`config.mk`:
```
export PLATFORM = sky130hd
export DESIGN_NAME = fetch_unit
export DESIGN_NICKNAME = d
export VERILOG_FILES = /design/src/rtl/fetch_unit.sv
export SDC_FILE = /design/constraint.sdc
export NUM_CORES = 1
export LEC_CHECK = 0
export ABC_AREA = 1
export CAP_MARGIN = 20
export CELL_PAD_IN_SITES_DETAIL_PLACEMENT = 1
export CELL_PAD_IN_SITES_GLOBAL_PLACEMENT = 2
export CORE_ASPECT_RATIO = 0.75
export CORE_UTILIZATION = 27
export DETAILED_ROUTE_END_ITERATION = 8
export PLACE_DENSITY_LB_ADDON = 0.1
export SETUP_SLACK_MARGIN = 0.2
export SYNTH_ARGS = -nofsm -noshare
export SYNTH_HDL_FRONTEND = slang
export SYNTH_SLANG_ARGS = --single-unit
```
`constraint.sdc`:
```
create_clock -name clk -period 4.4 [get_ports clk]
set_input_delay 0.88 -clock clk [delete_from_list [all_inputs] [get_ports clk]]
set_output_delay 0.88 -clock clk [all_outputs]
set_load 0.01 [all_outputs]
```
`src/rtl/fetch_unit.sv`:
```
// Instruction-fetch stage: owns the PC, registers each fetched word into a one-entry slot,
// stops on the halt word or an out-of-range fetch. Optional counters under FETCH_PERF_EN.
module fetch_unit #(
    parameter logic [31:0] RESET_PC   = 32'h0000_0000,
    parameter logic [31:0] HALT_WORD  = 32'hFFFF_FFFF,
    parameter int unsigned IMEM_WORDS = 16
) (
    input  logic        clk,
    input  logic        rst_n,
    output logic [31:0] imem_addr,
    input  logic [31:0] imem_data,
    output logic [31:0] instr,
    output logic [31:0] instr_pc,
    output logic        instr_valid,
    input  logic        instr_ready,
    input  logic        redirect_valid,
    input  logic [31:0] redirect_pc,
    output logic        halted,
    output logic        fault
`ifdef FETCH_PERF_EN
    ,
    output logic [31:0] perf_fetched,
    output logic [31:0] perf_stall
`endif
);

    typedef enum logic [1:0] {StRun, StDrain, StHalt} state_e;

    state_e      state_q, state_d;
    logic [31:0] pc_q, pc_d;
    logic [31:0] instr_q, instr_d;
    logic [31:0] instr_pc_q, instr_pc_d;
    logic        valid_q, valid_d;
    logic        fault_q, fault_d;
    logic        slot_free;
    logic        out_of_range;
    logic        load;
    logic [31:0] redirect_target;

    assign slot_free       = !valid_q || instr_ready;
    assign out_of_range    = (pc_q >> 2) >= 32'(IMEM_WORDS);
    assign redirect_target = redirect_pc & 32'hFFFF_FFFC;

    always_comb begin
        state_d    = state_q;
        pc_d       = pc_q;
        instr_d    = instr_q;
        instr_pc_d = instr_pc_q;
        valid_d    = valid_q;
        fault_d    = fault_q;
        load       = 1'b0;
        unique case (state_q)
            StRun: begin
                if (redirect_valid) begin
                    // The word addressed this cycle belongs to the squashed path.
                    pc_d    = redirect_target;
                    valid_d = 1'b0;
                end else if (slot_free) begin
                    if (out_of_range) begin
                        fault_d = 1'b1;
                        valid_d = 1'b0;
                        state_d = StHalt;
                    end else if (imem_data == HALT_WORD) begin
                        valid_d = 1'b0;
                        state_d = StDrain;
                    end else begin
                        load       = 1'b1;
                        instr_d    = imem_data;
                        instr_pc_d = pc_q;
                        valid_d    = 1'b1;
                        pc_d       = pc_q + 32'd4;
                    end
                end
            end
            StDrain: begin
                valid_d = 1'b0;
                if (redirect_valid) begin
                    pc_d    = redirect_target;
                    state_d = StRun;
                end else begin
                    state_d = StHalt;
                end
            end
            StHalt: begin
                valid_d = 1'b0;
            end
            default: begin
                state_d = StHalt;
            end
        endcase
    end

    always_ff @(posedge clk or negedge rst_n) begin
        if (!rst_n) begin
            state_q    <= StRun;
            pc_q       <= RESET_PC;
            instr_q    <= 32'd0;
            instr_pc_q <= 32'd0;
            valid_q    <= 1'b0;
            fault_q    <= 1'b0;
        end else begin
            state_q    <= state_d;
            pc_q       <= pc_d;
            instr_q    <= instr_d;
            instr_pc_q <= instr_pc_d;
            valid_q    <= valid_d;
            fault_q    <= fault_d;
        end
    end

    assign imem_addr   = pc_q;
    assign instr       = instr_q;
    assign instr_pc    = instr_pc_q;
    assign instr_valid = valid_q;
    assign halted      = (state_q == StHalt);
    assign fault       = fault_q;

`ifdef FETCH_PERF_EN
    logic [31:0] fetched_q;
    logic [31:0] stall_q;
    logic        stall_cycle;

    assign stall_cycle = (state_q == StRun) && valid_q && !instr_ready;

    // Both counters saturate rather than wrap.
    always_ff @(posedge clk or negedge rst_n) begin
        if (!rst_n) begin
            fetched_q <= 32'd0;
            stall_q   <= 32'd0;
        end else begin
            if (load && fetched_q != 32'hFFFF_FFFF) begin
                fetched_q <= fetched_q + 32'd1;
            end
            if (stall_cycle && stall_q != 32'hFFFF_FFFF) begin
                stall_q <= stall_q + 32'd1;
            end
        end
    end

    assign perf_fetched = fetched_q;
    assign perf_stall   = stall_q;
`endif

endmodule
```
# [Word-level counts from Yosys, hierarchy flattened]
# Index checks and enable logic that the tools add are counted.
[word_totals] in_bits=68 output_inout_bits=99 elab_cells=50 regBits=100
[op_classes] n_reduce_logical=11 n_mux=17 n_bitwise=4 eq_ne=10 magnitude_cmp=1 addsub=1
[ops] op="2-to-1 mux 32 bit" n=5
[ops] op="case mux 32 bit (2 select lines)" n=1
[ops] op="adder 32 x 3 -> 32 bit (second input constant)" n=1
[ops] op="equality test 32 bit (second input constant)" n=1
[ops] op=">= comparator 30 x 5 -> 1 bit (second input constant)" n=1
[ops] op="!= test 3 bit (second input constant)" n=4
[ops] op="2-to-1 mux 2 bit" n=5
[ops] op="AND reduction 5 bit" n=2
[ops] op="AND reduction 4 bit" n=2
[ops] op="!= test 2 bit (second input constant)" n=3
[ops] op="case mux 2 bit (3 select lines)" n=1
[ops] op="2-to-1 mux 1 bit" n=4
[ops] op="NOT 1 bit" n=4
[ops] op="nonzero test 2 bit" n=2
[ops] op="equality test 2 x 1 -> 1 bit (second input constant)" n=1
[ops] op="equality test 2 bit (second input constant)" n=1
[ops] op="zero test 2 bit" n=1
[ops] op="case mux 1 bit (2 select lines)" n=1
[ops] op="AND reduction 2 bit" n=1
[ops] op="OR reduction 2 bit" n=1
[ops] op="zero test 1 bit" n=1
[ops] op="logical OR 1 bit" n=1

# [Depth between registers and ports, before layout]
# Gate-level depths: netlist of run 1.
[depth] word_depth=6 ltp_mapped=13 mapped_depth_nobuf=11

# [Worst setup path before layout of run 1]
# Ideal clock, no wire load.
[synth_timing] kind="input to register" start="input instr_ready" end="register pc_q[30] (netlist: imem_addr[30])" setup_time_ns=0.113 arrival_time_ns=1.959 path_slack_ns=2.329 required_ns=4.287 stages=9 path_buffers=2 path_cell_list="or2_2 -> nor3_1 -> nor2_1 -> buf_4 -> nand2_4 -> buf_6 -> nand2_1 -> nand2_1 -> inv_1"
[synth_between] elab_chain_len=3
[synth_lines] item="start: declaration" line_no="15" source="input logic instr_ready,"
[synth_lines] item="logical OR 1 bit" line_no="40" source="assign slot_free = !valid_q || instr_ready;"
[synth_lines] item="!= test 3 bit (no source line)"
[synth_lines] item="AND reduction 5 bit (no source line)"
[synth_lines] item="end signal: assignment" line_no="103" source="pc_q <= pc_d;"
[synth_lines] item="end: declaration" line_no="30" source="logic [31:0] pc_q, pc_d;"
# Every way passes these cells.
# A chain may end at the register's enable or synchronous reset.

# [Final worst setup path of run 1]
[layout_timing] start="input redirect_valid" end="register instr_q[6] (netlist: instr[6])"
[layout_between] elab_chain_len=2
[layout_lines] item="start: declaration" line_no="16" source="input logic redirect_valid,"
[layout_lines] item="NOT 1 bit (no source line)"
[layout_lines] item="AND reduction 5 bit (no source line)"
[layout_lines] item="end signal: assignment" line_no="104" source="instr_q <= instr_d;"
[layout_lines] item="end: declaration" line_no="31" source="logic [31:0] instr_q, instr_d;"
# Every way passes these cells.

==> impl_metrics.json, run 1 <==
{
  "status": "finished, final reports clean",
  "rsz0062_at_grt": "false",
  "fin_nets": 876,
  "cts_sinks": 96,
  "holdBufCountCts": 0,
  "dieArea_um2": 18500,
  "cts_setup_buffers": 0,
  "intPower_uw": 1930,
  "crit_type": "in -> reg",
  "setup_viol": 0,
  "cts_tree": "done",
  "grt-ovfl-total": 0,
  "finalCritPeriodShare_pct": 61.9,
  "synth_edf_count": 0,
  "drt_first_pass_iters": 5,
  "floorplan.initialDensity_pct": 27.6,
  "yosys_register_bits": 96,
  "async_reset_ff_share_pct": 100,
  "synth_ff_type": "dfrtp_1",
  "syn_area_um2": 4850,
  "drive_above_1_share_pct": 5.20,
  "grt_max_degree": 61,
  "seqPwrFrac_pct": 40.4,
  "vias_per_cell": 4.29,
  "cts_buffers": 9,
  "drv_cap": 0,
  "min_period_ns": 2.72,
  "grtUsageMet2_pct": 27.9,
  "placed_area_um2": 6630,
  "ioPinCount": 167,
  "cts-htree-levels": 3,
  "synth_commonest_cells": "nand2_1 (292), dfrtp_1 (96), nor2_1 (84)",
  "power.switching_fraction_pct": 37.8,
  "grt_pass1_vias": 4696,
  "synth_top_area_share_pct": 49.5,
  "yosysTopAreaCell": "dfrtp_1",
  "antenna_cells": 0,
  "area_delta_synth_final_pct": 42.9,
  "root_buffer": "clkbuf_16",
  "core_area_um2": 17600,
  "die_w_um": 157,
  "fp-row-count": 42,
  "worstMarginPinSlew_ns": 1.05,
  "dieHeight_um": 118,
  "use_met1_pct": 25.0,
  "whs_ns": 0.479,
  "fill_cells": 2148,
  "vdd_drop_max_uv": 199,
  "hold_viol": 0,
  "p_sw_uw": 1170,
  "powerDensity_nw_per_um2": 448,
  "vias": 4508,
  "grt_usage_pct": 17.7,
  "yosys_warnings": 0,
  "maxClockFrequency_ghz": 0.367,
  "fin_skew_ns": 0.0102,
  "cts_buffer_depth": 2,
  "end_kind": "flip-flop",
  "relSlewSlack_pct": 30.0,
  "cts_resized": 0,
  "worst_hold_path_type": "reg -> reg",
  "ant_nets": 0,
  "remaining_drc_errors": 0,
  "gp_congestion": 0.724,
  "fin_setup_tns_ns": 0,
  "antenna_found_initial": 0,
  "cp.arrival_ns": 3.01,
  "synthTopCellsByArea": "dfrtp_1 (50%), nand2_1 (23%), nor2_1 (6.5%)",
  "final-instance-count-excl-fill": 1050,
  "cp.required_ns": 4.68,
  "critPathMaxFanout": 60,
  "combinationalPowerShare_pct": 33.3,
  "yosysMostFrequentCell": "nand2_1",
  "wl_per_cell_um": 15.0,
  "syn_inst": 649,
  "gr-usage-met3_pct": 3.68,
  "clock_latency_ns": 0.35,
  "syn_area_per_cell_um2": 7.47,
  "power_leakage_uw": 0.00343,
  "synth.distinct_cells": 31,
  "ys_seq_area_share_pct": 49.5,
  "routed_wl_um": 15800,
  "port_buffers": 160,
  "drtIter0Drc": 183,
  "fin_area_um2": 6930,
  "clk_pin_slew_ns": 0.08,
  "clkPwrFrac_pct": 26.2,
  "crit_path_start_kind": "input pin",
  "busiest_layer": "met2",
  "hpwlAfterDp_um": 11500,
  "dp_cells": 1034,
  "drv_slew": 0,
  "grt_pass1_wl_um": 25100
}
==> placed cells by master (no fill, tap or decap), types with 7 or more instances in the layout <==
cell               n
dfrtp_1           96
nand2_1          292
inv_1             65
nand3_1           24
clkbuf_16          9
clkdlybuf4s50_1  159
buf_4              7
nor2_1            84
o21ai_0           11
o21ai_2            7
==> stage by stage <==
stage	worst slack [ns]	utilization (%)	power [uW]
2_1_floorplan	2.33	-	1790
3_3_place_gp	1.34	37.7	2280
3_5_place_dp	1.29	37.7	2320
4_1_cts	1.67	39.4	3160
5_1_grt	1.48	39.4	3320
6_report	1.68	39.4	3100
==> metal layers <==
metal / part of all wire [%] / vias to the layer above
li1: - / 2248
met1: 48 / 2141
met2: 46 / 108
met3: 5.0 / 11
met4: 0.73 / 0
met5: 0 / -
==> cell type report <==
class	count	area, um2	area share, %
repair buffers	166	1640	23.7
flip-flops and latches	96	2400	34.7
clock buffers	9	225	3.25
well taps	242	303	4.37
multi-input cells	464	2030	29.3
clock inverters	7	76.3	1.10
inverters	66	248	3.57
==> critical path, stage by stage <==
cell	delay, ns
clkdlybuf4s50_1	0.47
inv_1	0.26
nand2_1	0.11
inv_1	0.11
nand4_2	0.13
inv_2	0.76
nand2_1	0.13
nand2_1	0.11
==> sequential cells by signal, indices dropped and copies added, names as in the netlist <==
name	cells
fault	1
imem_addr	30
instr	32
instr_pc	30
instr_valid	1
state_q	2
==> cells by family (layout without fill, tap and decap cells) <==
kind of cell	count (synthesis)	in the layout	share of synthesized area (%)
AOI/OAI and AO/OA	26	26	3.66
adders and majority gates	5	5	1.29
xor gates and xnor gates	8	8	1.44
other	1	4	0.0773
and+or+nand+nor	418	418	34.6
muxes	3	3	0.619
DFF	96	96	49.5
buffers and inverters	92	248	8.77
==> path summary, 6_finish.rpt <==
check / cells past startpoint / slack (ns) / from / end
worst max-delay path: 8 / 1.68 / redirect_valid / instr[6]
worst min-delay path: 1 / 0.48 / fault / fault
worst max register to register: 9 / 2.04 / imem_addr[20] / instr[6]
worst min register to register: 1 / 0.48 / fault / fault
max in group asynchronous: 2 / 3.01 / rst_n / instr[17]
min in group asynchronous: 1 / 0.53 / rst_n / imem_addr[25]
==> power by group through the flow <==
| stage | logic [uW] | clock network, uW | registers (uW) |
|---|---|---|---|
| floorplan | 528 | 0 | 1260 |
| global placement | 1020 | 0 | 1260 |
| detailed placement | 1050 | 0 | 1270 |
| CTS | 1050 | 844 | 1260 |
| global route | 1160 | 879 | 1290 |
| finish | 1030 | 813 | 1250 |
No activity file was read; power rests on OpenSTA's default activity.
==> run 2, diff against run 1 <==
Settings changed: CORE_UTILIZATION 27 to 25.
Clock period 4.4 ns to 2.6 ns, I/O delays scaled along.
==> run 2 against run 1 <==
Against the previous run: worst setup slack got worse by 1.2 ns; first-iteration DRC count is 20% higher; hold slack worse by 0.33 ns; non-clock buffer count is 9 higher; clock power is 65% higher; global-route usage down 0.67 points; via count rose by 0.71%; cell area grew 1.8%; critical endpoint is now imem_addr[16].
==> impl_metrics.json, run 2 (synthesis results as in run 1) <==
{
  "status": "finished, final reports clean",
  "die_w_um": 163,
  "finalCritPeriodShare_pct": 82.8,
  "worstSetupPathDepth": 8,
  "end_kind": "flip-flop",
  "final_cell_mix": "nand2_1 (292), clkdlybuf4s50_1 (159), dfrtp_1 (96)",
  "power_leakage_uw": 0.00349,
  "hpwlAfterDp_um": 12000,
  "cts_buffers": 9,
  "port_buffers": 160,
  "worst_hold_path_type": "in -> async",
  "relSlewSlack_pct": 58.9,
  "fin_nets": 885,
  "core_area_um2": 18700,
  "ioPinCount": 167,
  "rrSetupSlack_ns": 0.45,
  "crit_family": "simple AND/OR/NAND/NOR gates",
  "cp.required_ns": 2.85,
  "drtIter0Drc": 219,
  "crit_type": "reg -> reg",
  "root_buffer": "clkbuf_16",
  "crit_path_start_kind": "flip-flop",
  "worstMarginPinSlew_ns": 0.616,
  "remaining_drc_errors": 0,
  "cts-htree-levels": 3,
  "critPathMaxFanout": 6,
  "fin_skew_ns": 0.0106,
  "seqCellArea_um2": 2400,
  "cts_sinks": 96,
  "fp-row-count": 43,
  "crit_chain": "ha_1 > nand3_1 > nor2_1 > nand3_1 > nand2_1 > nand2_1 > a21boi_0 > o21ai_2",
  "p_total_uw": 5300,
  "rsz0062_at_grt": "false",
  "fill_cells": 2259,
  "maxClockFrequency_ghz": 0.464,
  "wl_per_cell_um": 14.8,
  "dieHeight_um": 123,
  "area_delta_synth_final_pct": 45.5,
  "vias_per_cell": 4.27,
  "grt_max_degree": 46,
  "drv_slew": 0,
  "crit_buf_inv": 0,
  "r2r.worst_path.cells": 8,
  "grt-ovfl-total": 0,
  "floorplan.initialDensity_pct": 25.9,
  "largest_reg_flops": 32,
  "drv_cap": 0,
  "grt_usage_pct": 17.0,
  "cpPeakStageDelay_ns": 0.47,
  "antenna_cells": 0,
  "routed_wl_um": 15800,
  "vias": 4540,
  "fin_setup_tns_ns": 0,
  "vdd_drop_max_uv": 308,
  "grt_pass1_vias": 4837,
  "min_period_ns": 2.15,
  "grt_pass1_wl_um": 25900,
  "gp_congestion": 0.771,
  "multiInputGateArea_um2": 2030,
  "final_common_cell": "nand2_1",
  "drive_above_1_share_pct": 6.24,
  "cts_tree": "done",
  "clock_latency_ns": 0.36,
  "cts_buffer_depth": 2,
  "drt_first_pass_iters": 4,
  "hold_viol": 0,
  "ant_nets": 0,
  "dieArea_um2": 20000,
  "powerDensity_nw_per_um2": 751,
  "cp.arrival_ns": 2.40,
  "setup_viol": 0,
  "clk_pin_slew_ns": 0.08,
  "antenna_found_initial": 0,
  "cp_slowest_cell": "nor2_1"
}
## run 2: changes by cell type in the layout (fill, tap and decap cells not counted), sizes merged
cell / change
buf: +9
inv: -2
clkinv: +2
## run 2: final cells by class
| type | instances | share of cell area [%] |
|---|---|---|
| Sequential cell | 96 | 34.0 |
| Multi-Input combinational cell | 464 | 28.8 |
| Timing Repair Buffer | 175 | 25.0 |
| Tap cell | 247 | 4.38 |
| Inverter | 66 | 3.51 |
| Clock buffer | 9 | 3.19 |
| Clock inverter | 7 | 1.05 |
## run 2: final timing paths
check,from,to
setup / recovery,imem_addr[2],imem_addr[16]
hold / removal,rst_n,instr[13]
setup reg to reg,imem_addr[2],imem_addr[16]
hold reg to reg,fault,fault
max in group asynchronous,rst_n,instr[24]
min in group clk,fault,fault
## run 2: power by group
part / switching (uW) / internal [uW]
registers: 422 / 1720
logic: 905 / 904
clock network: 663 / 680
total: 1990 / 3310
## run 2: stage by stage
step	area, um2	worst slack, ns	instances	utilization, %	hold slack (ns)
6_report	7060	0.447	1064	37.7	0.151
5_1_grt	7060	0.230	1064	37.7	0.206
3_5_place_dp	6740	0.0637	1047	36.0	0.452
3_3_place_gp	6740	0.136	1047	36.0	0.454
4_1_cts	7030	0.386	1063	37.6	0.182
2_1_floorplan	4860	0.882	652	-	0.224
## run 2: layer usage
layer	share of wire (%)	vias to the layer above	wire, um	GRT usage (%)
li1	-	2275	-	-
met1	50	2157	7930	23.8
met2	44	99	6930	26.2
met3	5.1	9	804	4.26
met4	0.81	0	128	4.03
met5	0	-	0	0
## run 2: repair_timing
action / in CTS / in global routing
setup endpoints to repair: 0 / 12
setup buffers: 0 / 1
gates resized for setup: 0 / 1
hold buffers: 0 / 0
==> run 3, diff against run 2 <==
Clock period 2.6 ns to 2.1 ns, I/O delays scaled along.
==> run 3 against run 2 <==
Against the previous run: core utilization up 2.1 points; clock skew about the same; via count up 3.9%; power up 31%; worst setup slack worse by 0.19 ns; largest cell class unchanged; highest routed layer unchanged.
==> impl_metrics.json, run 3 (synthesis results as in run 1) <==
{
  "power.switching_fraction_pct": 36.7,
  "layout_setup_ws_ns": 0.256,
  "cp-startpoint": "imem_addr[5]",
  "intPower_uw": 4390,
  "dp_cells": 1082,
  "root_buffer": "clkbuf_16",
  "finalCritPeriodShare_pct": 87.8,
  "largest_reg_flops": 32,
  "grt_usage_pct": 16.5,
  "fill_cells": 2266,
  "cp.required_ns": 1.68,
  "crit_family": "buffers and inverters",
  "cts_buffer_depth": 2,
  "crit_chain": "clkdlybuf4s50_1",
  "fin_skew_ns": 0.0111,
  "vdd_drop_max_uv": 409,
  "powerDensity_nw_per_um2": 931,
  "min_period_ns": 1.84,
  "worst_hold_path_type": "reg -> reg",
  "status": "finished, final reports clean",
  "cp_slowest_cell": "clkdlybuf4s50_1",
  "final_common_cell": "nand2_1",
  "grt_pass1_vias": 4902,
  "area_delta_synth_final_pct": 53.5,
  "clk_pin_slew_ns": 0.08,
  "cts_tree": "done",
  "fp-row-count": 43,
  "hold_start": "fault",
  "remaining_drc_errors": 0,
  "critPathMaxFanout": 7,
  "maxClockFrequency_ghz": 0.542,
  "grt_pass1_wl_um": 25400,
  "hpwlAfterDp_um": 12200,
  "timing.rr.start": "imem_addr[27]",
  "met3_length_um": 805,
  "crit_path_start_kind": "flip-flop",
  "vias_per_cell": 4.27,
  "grt_max_degree": 40,
  "gp_congestion": 0.769,
  "drv_cap": 0,
  "cts-htree-levels": 3,
  "ioPinCount": 167,
  "cts_buffers": 9,
  "drt_first_pass_iters": 4,
  "wl_met2_um": 7150,
  "drtIter0Drc": 193,
  "die_w_um": 163,
  "hold_viol": 0,
  "top_layer": "met4",
  "clock_latency_ns": 0.35,
  "p_total_uw": 6930,
  "final-instance-count-excl-fill": 1104,
  "end_kind": "output port",
  "wl_per_cell_um": 14.4,
  "cpPeakStageDelay_ns": 0.60,
  "cp.arrival_ns": 1.42,
  "antenna_cells": 0,
  "drv_slew": 0,
  "fin_nets": 925,
  "crit_type": "reg -> out",
  "dieArea_um2": 20000,
  "cts_sinks": 96,
  "setup_viol": 0,
  "drt-met1-wl_um": 7840,
  "rsz0062_at_grt": "false",
  "combinationalPowerShare_pct": 41.3,
  "p_sw_uw": 2540,
  "drive_above_1_share_pct": 11.8,
  "routed_wl_um": 15900,
  "clkPwrFrac_pct": 24.1,
  "floorplan.initialDensity_pct": 25.9,
  "fin_util_pct": 39.8,
  "vias": 4718,
  "dieHeight_um": 123,
  "final_cell_mix": "nand2_1 (290), clkdlybuf4s50_1 (156), dfrtp_1 (93)",
  "ant_nets": 0,
  "crit_buf_inv": 1,
  "pre_cts_ws_ns": -0.189,
  "grt-ovfl-total": 0,
  "seqPwrFrac_pct": 34.6,
  "antenna_found_initial": 0,
  "port_buffers": 160,
  "core_area_um2": 18700,
  "power_leakage_uw": 0.00372
}
run 3: changes by cell type in the layout (fill, tap and decap cells not counted), moves of 2 or more:
cell             change
dlygate4sd2_1        +2
nor2_1               -5
dfrtp_1              -3
dfrtp_2              +3
nor2_2               +5
nand2_1              -2
buf_12               +3
clkdlybuf4s50_1      -3
buf_4               +35
nand2_2              +2
run 3: final cells by class:
cell class | instances | area, um2 | share of cell area [%]
well taps | 247 | 309 | 4.15
inverters | 66 | 250 | 3.36
clock buffers | 9 | 225 | 3.03
repair buffers | 215 | 2120 | 28.5
clock inverters | 7 | 73.8 | 0.992
flip-flops and latches | 96 | 2410 | 32.3
multi-input cells | 464 | 2060 | 27.6
run 3: power by group through the flow:
stage / sequential, uW / combinational, uW / clock, uW
after global placement: 2410 / 2790 / 0
after detailed placement: 2420 / 2850 / 0
final: 2400 / 2860 / 1670
after global routing: 2440 / 3190 / 1800
after CTS: 2390 / 2880 / 1740
after floorplan: 2630 / 1110 / 0
run 3: metrics by stage:
stage | hold slack, ns | setup TNS (ns) | cell area [um2]
6_report | 0.476 | 0 | 7440
5_1_grt | 0.507 | 0 | 7440
4_1_cts | 0.476 | 0 | 7370
3_5_place_dp | 0.363 | -11.09 | 7040
3_3_place_gp | 0.358 | -7.55 | 7040
2_1_floorplan | 0.124 | 0 | 4860
run 3: what timing repair did:
| action | CTS | global route |
|---|---|---|
| hold endpoints to repair | 22 | 0 |
| gates cloned | 0 | 1 |
| gates resized for setup | 4 | 12 |
| hold buffers | 1 | 0 |
| buffers inserted | 1 | 3 |
| setup endpoints to repair | 18 | 73 |
| pin swaps | 1 | 1 |
run 3: final timing paths:
path                            endpoint  depth (start not counted)  slack, ns
setup / recovery            imem_addr[5]                          1       0.26
hold / removal                     fault                          1       0.48
setup reg to reg           imem_addr[12]                         11       0.33
hold reg to reg                    fault                          1       0.48
max in group asynchronous   imem_addr[2]                          3       0.97
min in group asynchronous      instr[13]                          2       0.51
run 3: routing by layer:
metal,track usage [%],up-vias
li1,-,2352
met2,26.0,111
met3,3.79,12
met4,3.86,0
met5,0,-
met1,22.8,2243
